**config.mk**
```make
export PLATFORM = sky130hd
export DESIGN_NAME = seven_segment_scan_decoder
export DESIGN_NICKNAME = d
export VERILOG_FILES = /design/src/rtl/seven_segment_pkg.sv /design/src/rtl/seven_segment_pattern_decode.sv /design/src/rtl/seven_segment_scan_decoder.sv
export SDC_FILE = /design/constraint.sdc
export NUM_CORES = 1
export LEC_CHECK = 0
export CORE_ASPECT_RATIO = 0.6
export CORE_MARGIN = 2
export CORE_UTILIZATION = 54
export CTS_CLUSTER_DIAMETER = 150
export CTS_CLUSTER_SIZE = 28
export DETAILED_ROUTE_END_ITERATION = 8
export GPL_ROUTABILITY_DRIVEN = 1
export PLACE_DENSITY = 0.77
export RECOVER_POWER = 50
export SYNTH_ARGS = -nofsm -noshare
export SYNTH_HDL_FRONTEND = slang
export SYNTH_SLANG_ARGS = --single-unit
```
**constraint.sdc**
```tcl
create_clock -name i_Clk -period 12.7 [get_ports i_Clk]
set_clock_uncertainty 0.1 [all_clocks]
set_input_delay 2.54 -clock i_Clk [delete_from_list [all_inputs] [get_ports i_Clk]]
set_output_delay 2.54 -clock i_Clk [all_outputs]
set_load 0.01 [all_outputs]
```
**src/rtl/seven_segment_pkg.sv**
```systemverilog
// ---------------------------------------------------------------------------
// seven_segment_pkg
// Shared definitions for the seven-segment scan driver and scan decoder:
//   - scan_state_t  : decoder FSM state encoding
//   - SEG_TABLE     : active-low segment patterns for hex digits 0..F
//                     (bit0 = a .. bit6 = g, a 0 lights the segment)
//   - polarity constants for segment and digit-enable lines
//   - helpers for the active-low one-cold digit enable vector
// ---------------------------------------------------------------------------
package seven_segment_pkg;

   typedef enum logic [1:0] {
      ST_IDLE   = 2'd0,
      ST_SETTLE = 2'd1,
      ST_LOCKED = 2'd2
   } scan_state_t;

   // Both segment lines and digit enables are active-low.
   localparam logic       SEG_ON    = 1'b0;
   localparam logic       EN_ON     = 1'b0;
   localparam logic [6:0] SEG_BLANK = 7'h7F;
   localparam logic [7:0] EN_NONE   = 8'hFF;

   localparam logic [6:0] SEG_TABLE [16] = '{
      7'h40, 7'h79, 7'h24, 7'h30, 7'h19, 7'h12, 7'h02, 7'h78,
      7'h00, 7'h10, 7'h08, 7'h03, 7'h46, 7'h21, 7'h06, 7'h0E
   };

   // Legal enable vector: exactly one digit driven active.
   function automatic logic en_is_legal(input logic [7:0] en);
      int unsigned active;
      active = 0;
      for (int i = 0; i < 8; i++) begin
         if (en[i] == EN_ON) active++;
      end
      return (active == 1);
   endfunction

   // Index of the active (low) enable bit; only meaningful when legal.
   function automatic logic [2:0] en_index(input logic [7:0] en);
      logic [2:0] idx;
      idx = 3'd0;
      for (int i = 0; i < 8; i++) begin
         if (en[i] == EN_ON) idx = 3'(i);
      end
      return idx;
   endfunction

   function automatic logic [7:0] index_onehot(input logic [2:0] idx);
      return 8'b1 << idx;
   endfunction

endpackage

```
**src/rtl/seven_segment_pattern_decode.sv**
```systemverilog
// ---------------------------------------------------------------------------
// seven_segment_pattern_decode
// Combinational lookup of an active-low 7-segment pattern in SEG_TABLE.
//   pattern : 7-bit active-low segment pattern (bit0 = a .. bit6 = g)
//   value   : hex value 0..F of the matching entry (0 when no match)
//   hit     : 1 when the pattern is one of the 16 table entries
// ---------------------------------------------------------------------------
module seven_segment_pattern_decode
   import seven_segment_pkg::*;
(
   input  logic [6:0] pattern,
   output logic [3:0] value,
   output logic       hit
);

   logic [15:0] match;

   generate
      for (genvar gi = 0; gi < 16; gi++) begin : g_match
         assign match[gi] = (pattern == SEG_TABLE[gi]);
      end
   endgenerate

   // Table entries are distinct, so at most one match bit is set.
   always_comb begin
      value = 4'd0;
      hit   = |match;
      for (int i = 0; i < 16; i++) begin
         if (match[i]) value = 4'(i);
      end
   end

endmodule

```
**src/rtl/seven_segment_scan_decoder.sv**
```systemverilog
// ---------------------------------------------------------------------------
// seven_segment_scan_decoder
// Recovers per-digit hex values from a multiplexed (scanned) seven-segment
// display bus. A scan slot is accepted once {enable, segments} has been
// stable for STABLE_CYCLES synchronized samples with exactly one digit
// enabled; each stable interval is accepted once.
//
// Parameters
//   STABLE_CYCLES  : identical samples needed to accept a slot (2..255)
//   TIMEOUT_CYCLES : length of the digit-activity window (16..2^24-1)
// Ports
//   i_Clk             : clock, rising edge
//   i_Rst             : asynchronous active-high reset
//   i_Segment_Display : active-low segments, bit0 = a .. bit6 = g
//   i_Segment_En      : active-low digit enables, bit n = digit n
//   o_Digit_Value     : nibble n = last decoded hex value of digit n
//   o_Digit_Valid     : bit n = last accepted pattern of digit n was 0..F
//   o_Active_Mask     : digits accepted during the previous window
//   o_Update          : one-cycle pulse per accepted slot
//   o_Update_Index    : digit index of the latest accepted slot
// ---------------------------------------------------------------------------
module seven_segment_scan_decoder
   import seven_segment_pkg::*;
#(
   parameter int STABLE_CYCLES  = 16,
   parameter int TIMEOUT_CYCLES = 1000000
) (
   input  logic        i_Clk,
   input  logic        i_Rst,
   input  logic [6:0]  i_Segment_Display,
   input  logic [7:0]  i_Segment_En,
   output logic [31:0] o_Digit_Value,
   output logic [7:0]  o_Digit_Valid,
   output logic [7:0]  o_Active_Mask,
   output logic        o_Update,
   output logic [2:0]  o_Update_Index
);

   localparam logic [7:0]  STABLE_TARGET = 8'(STABLE_CYCLES);
   localparam logic [23:0] WIN_LAST      = 24'(TIMEOUT_CYCLES - 1);

   // ---------------- input synchronizer (idle value = all ones) ----------
   logic [7:0] en_s1_reg,  en_s2_reg;
   logic [6:0] seg_s1_reg, seg_s2_reg;

   always_ff @(posedge i_Clk or posedge i_Rst) begin
      if (i_Rst) begin
         en_s1_reg  <= EN_NONE;
         en_s2_reg  <= EN_NONE;
         seg_s1_reg <= SEG_BLANK;
         seg_s2_reg <= SEG_BLANK;
      end else begin
         en_s1_reg  <= i_Segment_En;
         en_s2_reg  <= en_s1_reg;
         seg_s1_reg <= i_Segment_Display;
         seg_s2_reg <= seg_s1_reg;
      end
   end

   // ---------------- scan slot FSM ---------------------------------------
   scan_state_t state_reg, state_next;
   logic [7:0]  cnt_reg, cnt_next;
   logic [14:0] last_reg;          // previous {enable, segments} sample
   logic        sample_changed;
   logic        en_legal;
   logic        accept;
   logic [2:0]  acc_idx;
   logic [7:0]  accept_onehot;

   assign sample_changed = ({en_s2_reg, seg_s2_reg} != last_reg);
   assign en_legal       = en_is_legal(en_s2_reg);
   assign acc_idx        = en_index(en_s2_reg);
   assign accept_onehot  = accept ? index_onehot(acc_idx) : 8'h00;

   always_ff @(posedge i_Clk or posedge i_Rst) begin
      if (i_Rst) begin
         state_reg <= ST_IDLE;
         cnt_reg   <= 8'd0;
         last_reg  <= {EN_NONE, SEG_BLANK};
      end else begin
         state_reg <= state_next;
         cnt_reg   <= cnt_next;
         last_reg  <= {en_s2_reg, seg_s2_reg};
      end
   end

   always_comb begin
      state_next = state_reg;
      cnt_next   = cnt_reg;
      accept     = 1'b0;
      case (state_reg)
         ST_IDLE: begin
            if (en_legal) begin
               state_next = ST_SETTLE;
               cnt_next   = 8'd1;
            end
         end
         ST_SETTLE: begin
            if (!en_legal) begin
               state_next = ST_IDLE;
               cnt_next   = 8'd0;
            end else if (sample_changed) begin
               cnt_next = 8'd1;
            end else if (cnt_reg == STABLE_TARGET - 8'd1) begin
               // This sample completes the stable run.
               accept     = 1'b1;
               state_next = ST_LOCKED;
               cnt_next   = STABLE_TARGET;
            end else begin
               cnt_next = cnt_reg + 8'd1;
            end
         end
         ST_LOCKED: begin
            // Stay until the sample changes so one interval yields one update.
            if (sample_changed) begin
               if (en_legal) begin
                  state_next = ST_SETTLE;
                  cnt_next   = 8'd1;
               end else begin
                  state_next = ST_IDLE;
                  cnt_next   = 8'd0;
               end
            end
         end
         default: begin
            state_next = ST_IDLE;
            cnt_next   = 8'd0;
         end
      endcase
   end

   // ---------------- pattern decode --------------------------------------
   logic [3:0] dec_value;
   logic       dec_hit;

   seven_segment_pattern_decode u_decode (
      .pattern (seg_s2_reg),
      .value   (dec_value),
      .hit     (dec_hit)
   );

   // ---------------- update pulse and index ------------------------------
   logic       update_reg;
   logic [2:0] update_idx_reg;

   always_ff @(posedge i_Clk or posedge i_Rst) begin
      if (i_Rst) begin
         update_reg     <= 1'b0;
         update_idx_reg <= 3'd0;
      end else begin
         update_reg <= accept;
         if (accept) update_idx_reg <= acc_idx;
      end
   end

   assign o_Update       = update_reg;
   assign o_Update_Index = update_idx_reg;

   // ---------------- per-digit value / valid storage ---------------------
   generate
      for (genvar gi = 0; gi < 8; gi++) begin : g_digit
         logic [3:0] nib_reg;
         logic       vld_reg;

         always_ff @(posedge i_Clk or posedge i_Rst) begin
            if (i_Rst) begin
               nib_reg <= 4'd0;
               vld_reg <= 1'b0;
            end else if (accept_onehot[gi]) begin
               // Unknown patterns (incl. blank) drop valid but keep the value.
               if (dec_hit) begin
                  nib_reg <= dec_value;
                  vld_reg <= 1'b1;
               end else begin
                  vld_reg <= 1'b0;
               end
            end
         end

         assign o_Digit_Value[4*gi +: 4] = nib_reg;
         assign o_Digit_Valid[gi]        = vld_reg;
      end
   endgenerate

   // ---------------- activity window -------------------------------------
   logic [23:0] win_cnt_reg;
   logic [7:0]  seen_reg;
   logic [7:0]  mask_reg;
   logic        win_wrap;

   assign win_wrap = (win_cnt_reg == WIN_LAST);

   always_ff @(posedge i_Clk or posedge i_Rst) begin
      if (i_Rst) begin
         win_cnt_reg <= 24'd0;
         seen_reg    <= 8'h00;
         mask_reg    <= 8'h00;
      end else if (win_wrap) begin
         // An acceptance on the wrap cycle belongs to the closing window.
         win_cnt_reg <= 24'd0;
         mask_reg    <= seen_reg | accept_onehot;
         seen_reg    <= 8'h00;
      end else begin
         win_cnt_reg <= win_cnt_reg + 24'd1;
         seen_reg    <= seen_reg | accept_onehot;
      end
   end

   assign o_Active_Mask = mask_reg;

endmodule

```
==> run_results.csv, run 1 <==
group,metric,value,unit
status,status,"finished, violations left",
status,violations,"capacitance limit, slew limit",
timing,worst_pin_slew,3.38,ns
timing,setup_tns,0,ns
synthesis,yosysTopAreaCellShare,36.4,%
timing,finalSetupViolCount,0,
die,core-area,11500,µm²
timing,fin_crit,6.41,ns
clock_tree,path_clk_slew,0.07,ns
clock_tree,htreeDepth,4,
die,die_area,12900,µm²
clock_tree,cts-buffers-inserted,17,
power,irDropWorstVdd,0.0000944,V
min_path,hold_depth,0,
placement,dp_hpwl,9480,µm
cells_and_area,syn_to_final_growth,20.6,%
synthesis,syn-num-nets,586,
clock_tree,cts_sinks,139,
clock_tree,postCtsSetupBuffers,0,
synthesis,syn_area,6460,µm²
die,die_w,145,µm
synthesis,synthCells,560,
die,die_y,88.8,µm
placement,gp_congestion,0.800,
timing,period_share,50.5,%
global_route,grt.overflow.total,0,
flow_run,max_cap_viol_count,1,
timing,timing.fmax,156,MHz
critical_path,required,12.91,ns
min_path,min_from,"seg_s1_reg[3]",
critical_path,critical_path_class,"flop to flop",
power,total_power,0.00106,W
die,boundaryPins,69,
clock_tree,cts_hold_buf,0,
critical_path,arrival,6.63,ns
drt,vias,4537,
critical_path,cp-end-kind,"flop",
clock_tree,clockRootBuffer,"clkbuf_16",
drt,wl_per_cell,17.5,µm
synthesis,synth_top_cell_by_area,"dfrtp_1",
synthesis,synthArstFlopShare,100,%
die,row_count,30,
synthesis,synth.distinct_cells,66,
synthesis,synth_ff_type,"dfrtp_1",
timing,slew_viol_final,83,
critical_path,timing.rr.start,"en_s2_reg[1]",
min_path,min_delay_worst_endpoint,"seg_s2_reg[3]",
timing,worst_slew_margin_rel,-127,%
global_route,grt_pass1_wl,22900,µm
drt,final_antenna_net_count,0,
power,p_per_area,136,nW/µm²
synthesis,synth_seq_cells,139,
synthesis,avgSynthCellArea,11.5,µm²
cells_and_area,n_antenna_cell,0,
synthesis,synth_edf_count,0,
clock_tree,cts_tree,"yes",
global_route,grt_max_degree,83,
clock_tree,cts_resized,0,
critical_path,r2r-end,"g_digit[7].nib_reg[2]",
synthesis,yosys_warnings,0,
drt,drtIter0Drc,334,
placement,port_buffers,68,
clock_tree,clk_latency,0.43,ns
critical_path,cp_max_fo,10,
die,initial_core_util,56.3,%
clock_tree,clk_path_buf_depth,2,
timing,hold_violations,0,
cells_and_area,num-nets-final,646,
cells_and_area,drive_gt1_share,18.0,%
power,power.leakage,3.41,nW
global_route,grt_pass1_vias,4432,
critical_path,start_kind,"flop",
cells_and_area,n_fill_cell,848,
synthesis,yosys-top-cells-area,"dfrtp_1, dfstp_2, mux2_2",
critical_path,ff2ff_path_depth,24,
drt,wl,13900,µm
critical_path,rrSetupSlack,6.29,ns
drt,drt_pass1_iterations,4,
global_route,antenna_found_initial,0,
global_route,track_usage,22.9,%
drt,drc_errors,0,
synthesis,ys_seq_area_share,54.7,%
min_path,min_path_type,"flop to flop",
timing,rsz0062_at_grt,"no",
drt,viasPerCell,5.72,
cells_and_area,largest_reg_flops,32,
==> synthesized netlist by cell type, types with 2 or more instances <==
cell type,count
a211oi_1,5
buf_2,3
nor2_1,40
or4_1,2
xnor2_1,25
dfstp_2,45
and2_1,4
ha_1,9
o21a_1,5
clkbuf_1,18
a21oi_1,12
o21ai_0,6
a311oi_1,2
xor2_1,18
xnor3_1,3
or2_2,3
nor3_2,6
nand2b_1,17
nor2b_1,9
o31ai_1,2
and3_1,7
or3_1,5
and4_1,4
nor4b_2,3
dfrtp_1,94
o211ai_1,2
nand4_1,11
nand3b_1,3
nor4_1,5
buf_4,8
inv_1,26
a31oi_1,9
nand2_1,29
or3b_2,2
o22ai_1,9
o2bb2ai_1,5
nor3_1,12
o31a_1,5
mux2_2,33
a21o_1,8
nand3_1,21
==> worst max path at each step <==
| stage | from | endpoint | slack, ns |
|---|---|---|---|
| CTS | en_s2_reg[0] | g_digit[7].nib_reg[2] | 6.41 |
| global placement | en_s2_reg[0] | g_digit[5].nib_reg[0] | 6.81 |
| floorplan | i_Rst | cnt_reg[0] | 6.41 |
| global route | en_s2_reg[1] | g_digit[7].nib_reg[0] | 5.78 |
| finish | en_s2_reg[1] | g_digit[7].nib_reg[2] | 6.29 |
| detailed placement | en_s2_reg[1] | g_digit[7].nib_reg[2] | 6.43 |
==> report_power, final <==
part           switching (W)  total [W]  internal [W]  leakage, nW
logic              0.0000608   0.000105     0.0000440         1.37
clock network       0.000218   0.000480      0.000262        0.285
registers          0.0000142   0.000472      0.000458         1.76
total               0.000293    0.00106      0.000764         3.41
==> logic make-up after synthesis <==
| family | share of synthesized area, % |
|---|---|
| and+or+nand+nor | 17.0 |
| DFF | 54.7 |
| AOI/OAI and AO/OA | 9.19 |
| buffers and inverters | 3.72 |
| xor gates and xnor gates | 7.24 |
| muxes | 6.43 |
| adders and majority gates | 1.74 |
==> layout make-up <==
class                           count  area, µm²  area share [%]
Sequential cell                   139       3530            45.3
Multi-Input combinational cell    366       2690            34.5
Timing Repair Buffer               70        692            8.88
Clock buffer                       18        429            5.51
Tap cell                          160        200            2.57
Clock inverter                     14        150            1.93
Inverter                           26       98.8            1.27
==> per-layer routing <==
layer / track usage (%) / vias to the layer above / routed length (µm)
li1: - / 2105 / -
met1: 33.6 / 2277 / 7000
met2: 32.8 / 136 / 5790
met3: 7.11 / 19 / 921
met4: 7.22 / 0 / 185
met5: 0 / - / 0
==> metrics by stage <==
stage | setup WS (ns) | cells | utilization (%) | area (µm²) | hold slack, ns
3_5_place_dp | 6.43 | 761 | 62.9 | 7230 | 0.247
3_3_place_gp | 6.81 | 761 | 62.9 | 7230 | 0.246
2_1_floorplan | 6.41 | 560 | - | 6460 | 0.245
5_1_grt | 5.78 | 793 | 67.9 | 7790 | 0.266
4_1_cts | 6.41 | 793 | 68.0 | 7800 | 0.257
6_report | 6.29 | 793 | 67.9 | 7790 | 0.261
==> cell usage in the layout, fill, tap and decap left out, drive strengths merged, types with 4 or more instances in the layout <==
cell | synthesis | layout
a211oi | 5 | 5
a21o | 8 | 8
a21oi | 12 | 12
a31oi | 9 | 9
and2 | 4 | 4
and3 | 7 | 7
and4 | 4 | 4
clkbuf | 18 | 19
clkdlybuf4s50 | 0 | 37
clkinv | 0 | 6
dfrtp | 94 | 94
dfstp | 45 | 45
dlygate4sd3 | 0 | 31
ha | 9 | 9
inv | 26 | 33
mux2 | 34 | 34
nand2 | 29 | 29
nand2b | 17 | 17
nand3 | 21 | 21
nand4 | 12 | 12
nor2 | 40 | 40
nor2b | 9 | 9
nor3 | 18 | 18
nor4 | 5 | 5
nor4b | 5 | 5
o21a | 5 | 5
o21ai | 6 | 6
o22ai | 9 | 9
o2bb2ai | 5 | 5
o31a | 5 | 5
or2 | 4 | 4
or3 | 5 | 5
xnor2 | 25 | 25
xor2 | 18 | 18
==> worst max-delay path, cell delays in order (launching register included) <==
cell and delay, ns:
dfstp_1 0.60, inv_1 0.06, ha_1 0.38, xnor2_1 0.34, ha_1 0.33, a21o_1 0.21, ha_1 0.30, nand2b_1 0.12
nand2_1 0.07, ha_1 0.26, nor2_1 0.09, a31oi_1 0.07, a31oi_1 0.37, inv_1 0.09, ha_1 0.31, nor2_1 0.12
a21oi_1 0.06, ha_1 0.19, nor2b_1 0.13, xnor2_1 0.20, xnor3_1 0.15, o311a_1 0.33, nand4_2 0.37, nor4b_2 0.64
mux2_2 0.40
No activity file was read; power rests on OpenSTA's default activity.
==> run 2: changes to the inputs <==
==> constraint.sdc (replaced) <==
create_clock -name i_Clk -period 6.3 [get_ports i_Clk]
set_clock_uncertainty 0.1 [all_clocks]
set_input_delay 1.26 -clock i_Clk [delete_from_list [all_inputs] [get_ports i_Clk]]
set_output_delay 1.26 -clock i_Clk [all_outputs]
set_load 0.01 [all_outputs]
==> run 2 against run 1 <==
  * The flow still finishes with violations (capacitance limit, slew limit)
  * Maximum frequency grew 7.5%
  * Design area up 1.2%
  * Sequential power grew 100%
  * Clock power up 110%
  * Critical path depth unchanged
  * Largest cell class unchanged
  * Largest power group unchanged
==> run_results.csv, run 2 (synthesis results as in run 1) <==
group,metric,value,unit
critical_path,cp-startpoint,"en_s2_reg[0]",
min_path,min_path_type,"flop to flop",
critical_path,ff2ff_path_depth,24,
die,initial_core_util,56.3,%
timing,timing.fmax,168,MHz
power,power.leakage,3.41,nW
placement,gp_congestion,0.792,
cells_and_area,syn_to_final_growth,22.0,%
drt,vias,4542,
global_route,grt-busiest-layer,"met2",
timing,worst_pin_slew,2.69,ns
critical_path,arrival,6.17,ns
timing,worst_slew_margin_rel,-80.5,%
critical_path,cpLargestDelayFamily,"adder cells",
critical_path,path_buf_inv,2,
drt,final_antenna_net_count,0,
placement,place_inst,764,
global_route,grt_max_degree,64,
cells_and_area,seqCellArea,3530,µm²
global_route,track_usage,24.0,%
clock_tree,clk_latency,0.42,ns
die,core-area,11500,µm²
cells_and_area,multi_input_area,2740,µm²
drt,wl,14600,µm
cells_and_area,mostFrequentLayoutCells,"dfrtp_1, clkdlybuf4s50_1, nor2_1, mux2_2, dfstp_2",
flow_run,max_cap_viol_count,3,
clock_tree,htreeDepth,4,
clock_tree,cts_sinks,139,
critical_path,critPathSlowestCell,"dfstp_2",
timing,worst_hold_slack,0.256,ns
cells_and_area,num-nets-final,650,
critical_path,path_common_cell,"ha_1",
critical_path,max_stage_delay,0.57,ns
power,p_per_area,277,nW/µm²
clock_tree,cts_hold_buf,0,
critical_path,worstPathCellList,"inv_1, ha_1, xnor2_2, ha_1, a21o_1, ha_1, nand2b_1, nand2_1, ha_1, nor2_1, a31oi_1, a31oi_2, inv_1, ha_1, nor2_1, a21oi_1, ha_1, nor2b_1, xnor2_1, xnor3_1, o311a_4, nand4_4, nor4b_4, mux2_2",
clock_tree,clockRootBuffer,"clkbuf_16",
clock_tree,clk_path_buf_depth,2,
timing,finalSetupViolCount,0,
global_route,globalRouteMet1Util,34.5,%
global_route,grt_pass1_vias,4519,
global_route,met3_usage,6.39,%
critical_path,timing.rr.start,"en_s2_reg[0]",
clock_tree,cts-buffers-inserted,17,
clock_tree,path_clk_slew,0.06,ns
timing,period_share,94.7,%
drt,drt_pass1_iterations,5,
placement,port_buffers,68,
global_route,met2_usage,35.1,%
drt,viasPerCell,5.70,
global_route,grt.overflow.total,0,
placement,dp_hpwl,9940,µm
critical_path,critPathCapture,"g_digit[6].nib_reg[1]",
cells_and_area,drive_gt1_share,19.5,%
status,status,"finished, violations left",
critical_path,start_kind,"flop",
die,die_y,88.8,µm
timing,slew_viol_final,144,
die,die_w,145,µm
timing,hold_violations,0,
die,row_count,30,
critical_path,cp-end-kind,"flop",
critical_path,cp_max_fo,10,
power,irDropWorstVdd,0.000203,V
critical_path,rrSetupSlack,0.34,ns
cells_and_area,final_common_cell,"dfrtp_1",
cells_and_area,largest_reg_flops,32,
timing,fin_crit,5.96,ns
drt,drtIter0Drc,315,
global_route,antenna_found_initial,0,
cells_and_area,layout.cells.non_filler,797,
cells_and_area,n_fill_cell,806,
die,boundaryPins,69,
cells_and_area,n_antenna_cell,0,
global_route,grt_pass1_wl,23700,µm
drt,wl_per_cell,18.3,µm
die,die_area,12900,µm²
critical_path,worst-path-stages,24,
drt,drc_errors,0,
critical_path,critical_path_class,"flop to flop",
clock_tree,cts_tree,"yes",
critical_path,r2r-end,"g_digit[6].nib_reg[1]",
critical_path,required,6.50,ns
status,violations,"capacitance limit, slew limit",
run 2: cell types whose count changed in the layout (fill, tap and decap cells not counted), moves of 3 or more:
cell	before	now
inv_8	5	1
inv_6	3	6
dfstp_1	16	13
dlygate4sd3_1	31	17
dfstp_2	29	32
buf_4	1	4
clkdlybuf4s50_1	37	51
run 2: final cells by class:
class | count | share of cell area (%)
Clock buffer | 20 | 5.93
Clock inverter | 12 | 1.57
Inverter | 26 | 1.25
Multi-Input combinational cell | 366 | 34.8
Sequential cell | 139 | 44.8
Tap cell | 160 | 2.54
Timing Repair Buffer | 74 | 9.11
run 2: how the worst min path moves through the flow:
stage                        startpoint             to  cells after the start
after floorplan            en_s1_reg[0]   en_s2_reg[0]                      0
after global placement    seg_s1_reg[5]  seg_s2_reg[5]                      0
after detailed placement  seg_s1_reg[3]  seg_s2_reg[3]                      0
after CTS                  en_s1_reg[4]   en_s2_reg[4]                      0
after global routing       en_s1_reg[1]   en_s2_reg[1]                      0
final                      en_s1_reg[5]   en_s2_reg[5]                      0
run 2: metal layers:
layer | wire, µm | vias to the layer above
met2 | 6460 | 141
met4 | 162 | 0
li1 | - | 2111
met1 | 7030 | 2272
met3 | 946 | 18
met5 | 0 | -
run 2: repair_timing:
item                                    4_1_cts  5_1_grt
gates resized for setup                       1        5
buffers inserted                              0        1
endpoints found under the setup margin        3       53
pin swaps                                     0        2
run 2: stage by stage:
stage / setup slack [ns] / TNS (ns) / cell area (µm²) / power (W) / utilization [%]
after floorplan: 0.720 / 0 / 6460 / 0.00113 / -
after global routing: -0.00801 / -0.00840 / 7890 / 0.00227 / 68.7
after global placement: 0.494 / 0 / 7250 / 0.00117 / 63.1
final: 0.337 / 0 / 7890 / 0.00218 / 68.7
after CTS: 0.0281 / 0 / 7850 / 0.00219 / 68.3
after detailed placement: 0.00776 / 0 / 7250 / 0.00118 / 63.1
run 2: report_power, final:
| part | leakage (nW) | internal [W] | switching [W] |
|---|---|---|---|
| Combinational | 1.35 | 0.0000948 | 0.000133 |
| Clock | 0.295 | 0.000589 | 0.000413 |
| Sequential | 1.76 | 0.000923 | 0.0000293 |
| Total | 3.41 | 0.00161 | 0.000575 |
==> run 3: changes to the inputs <==
--- a/config.mk
+++ b/config.mk
@@ -17,3 +17,4 @@
 export SYNTH_ARGS = -nofsm -noshare
 export SYNTH_HDL_FRONTEND = slang
 export SYNTH_SLANG_ARGS = --single-unit
+export TNS_END_PERCENT = 10
==> results of run 3 <==
Final layout, timing and power as in run 2 (identical DEF).
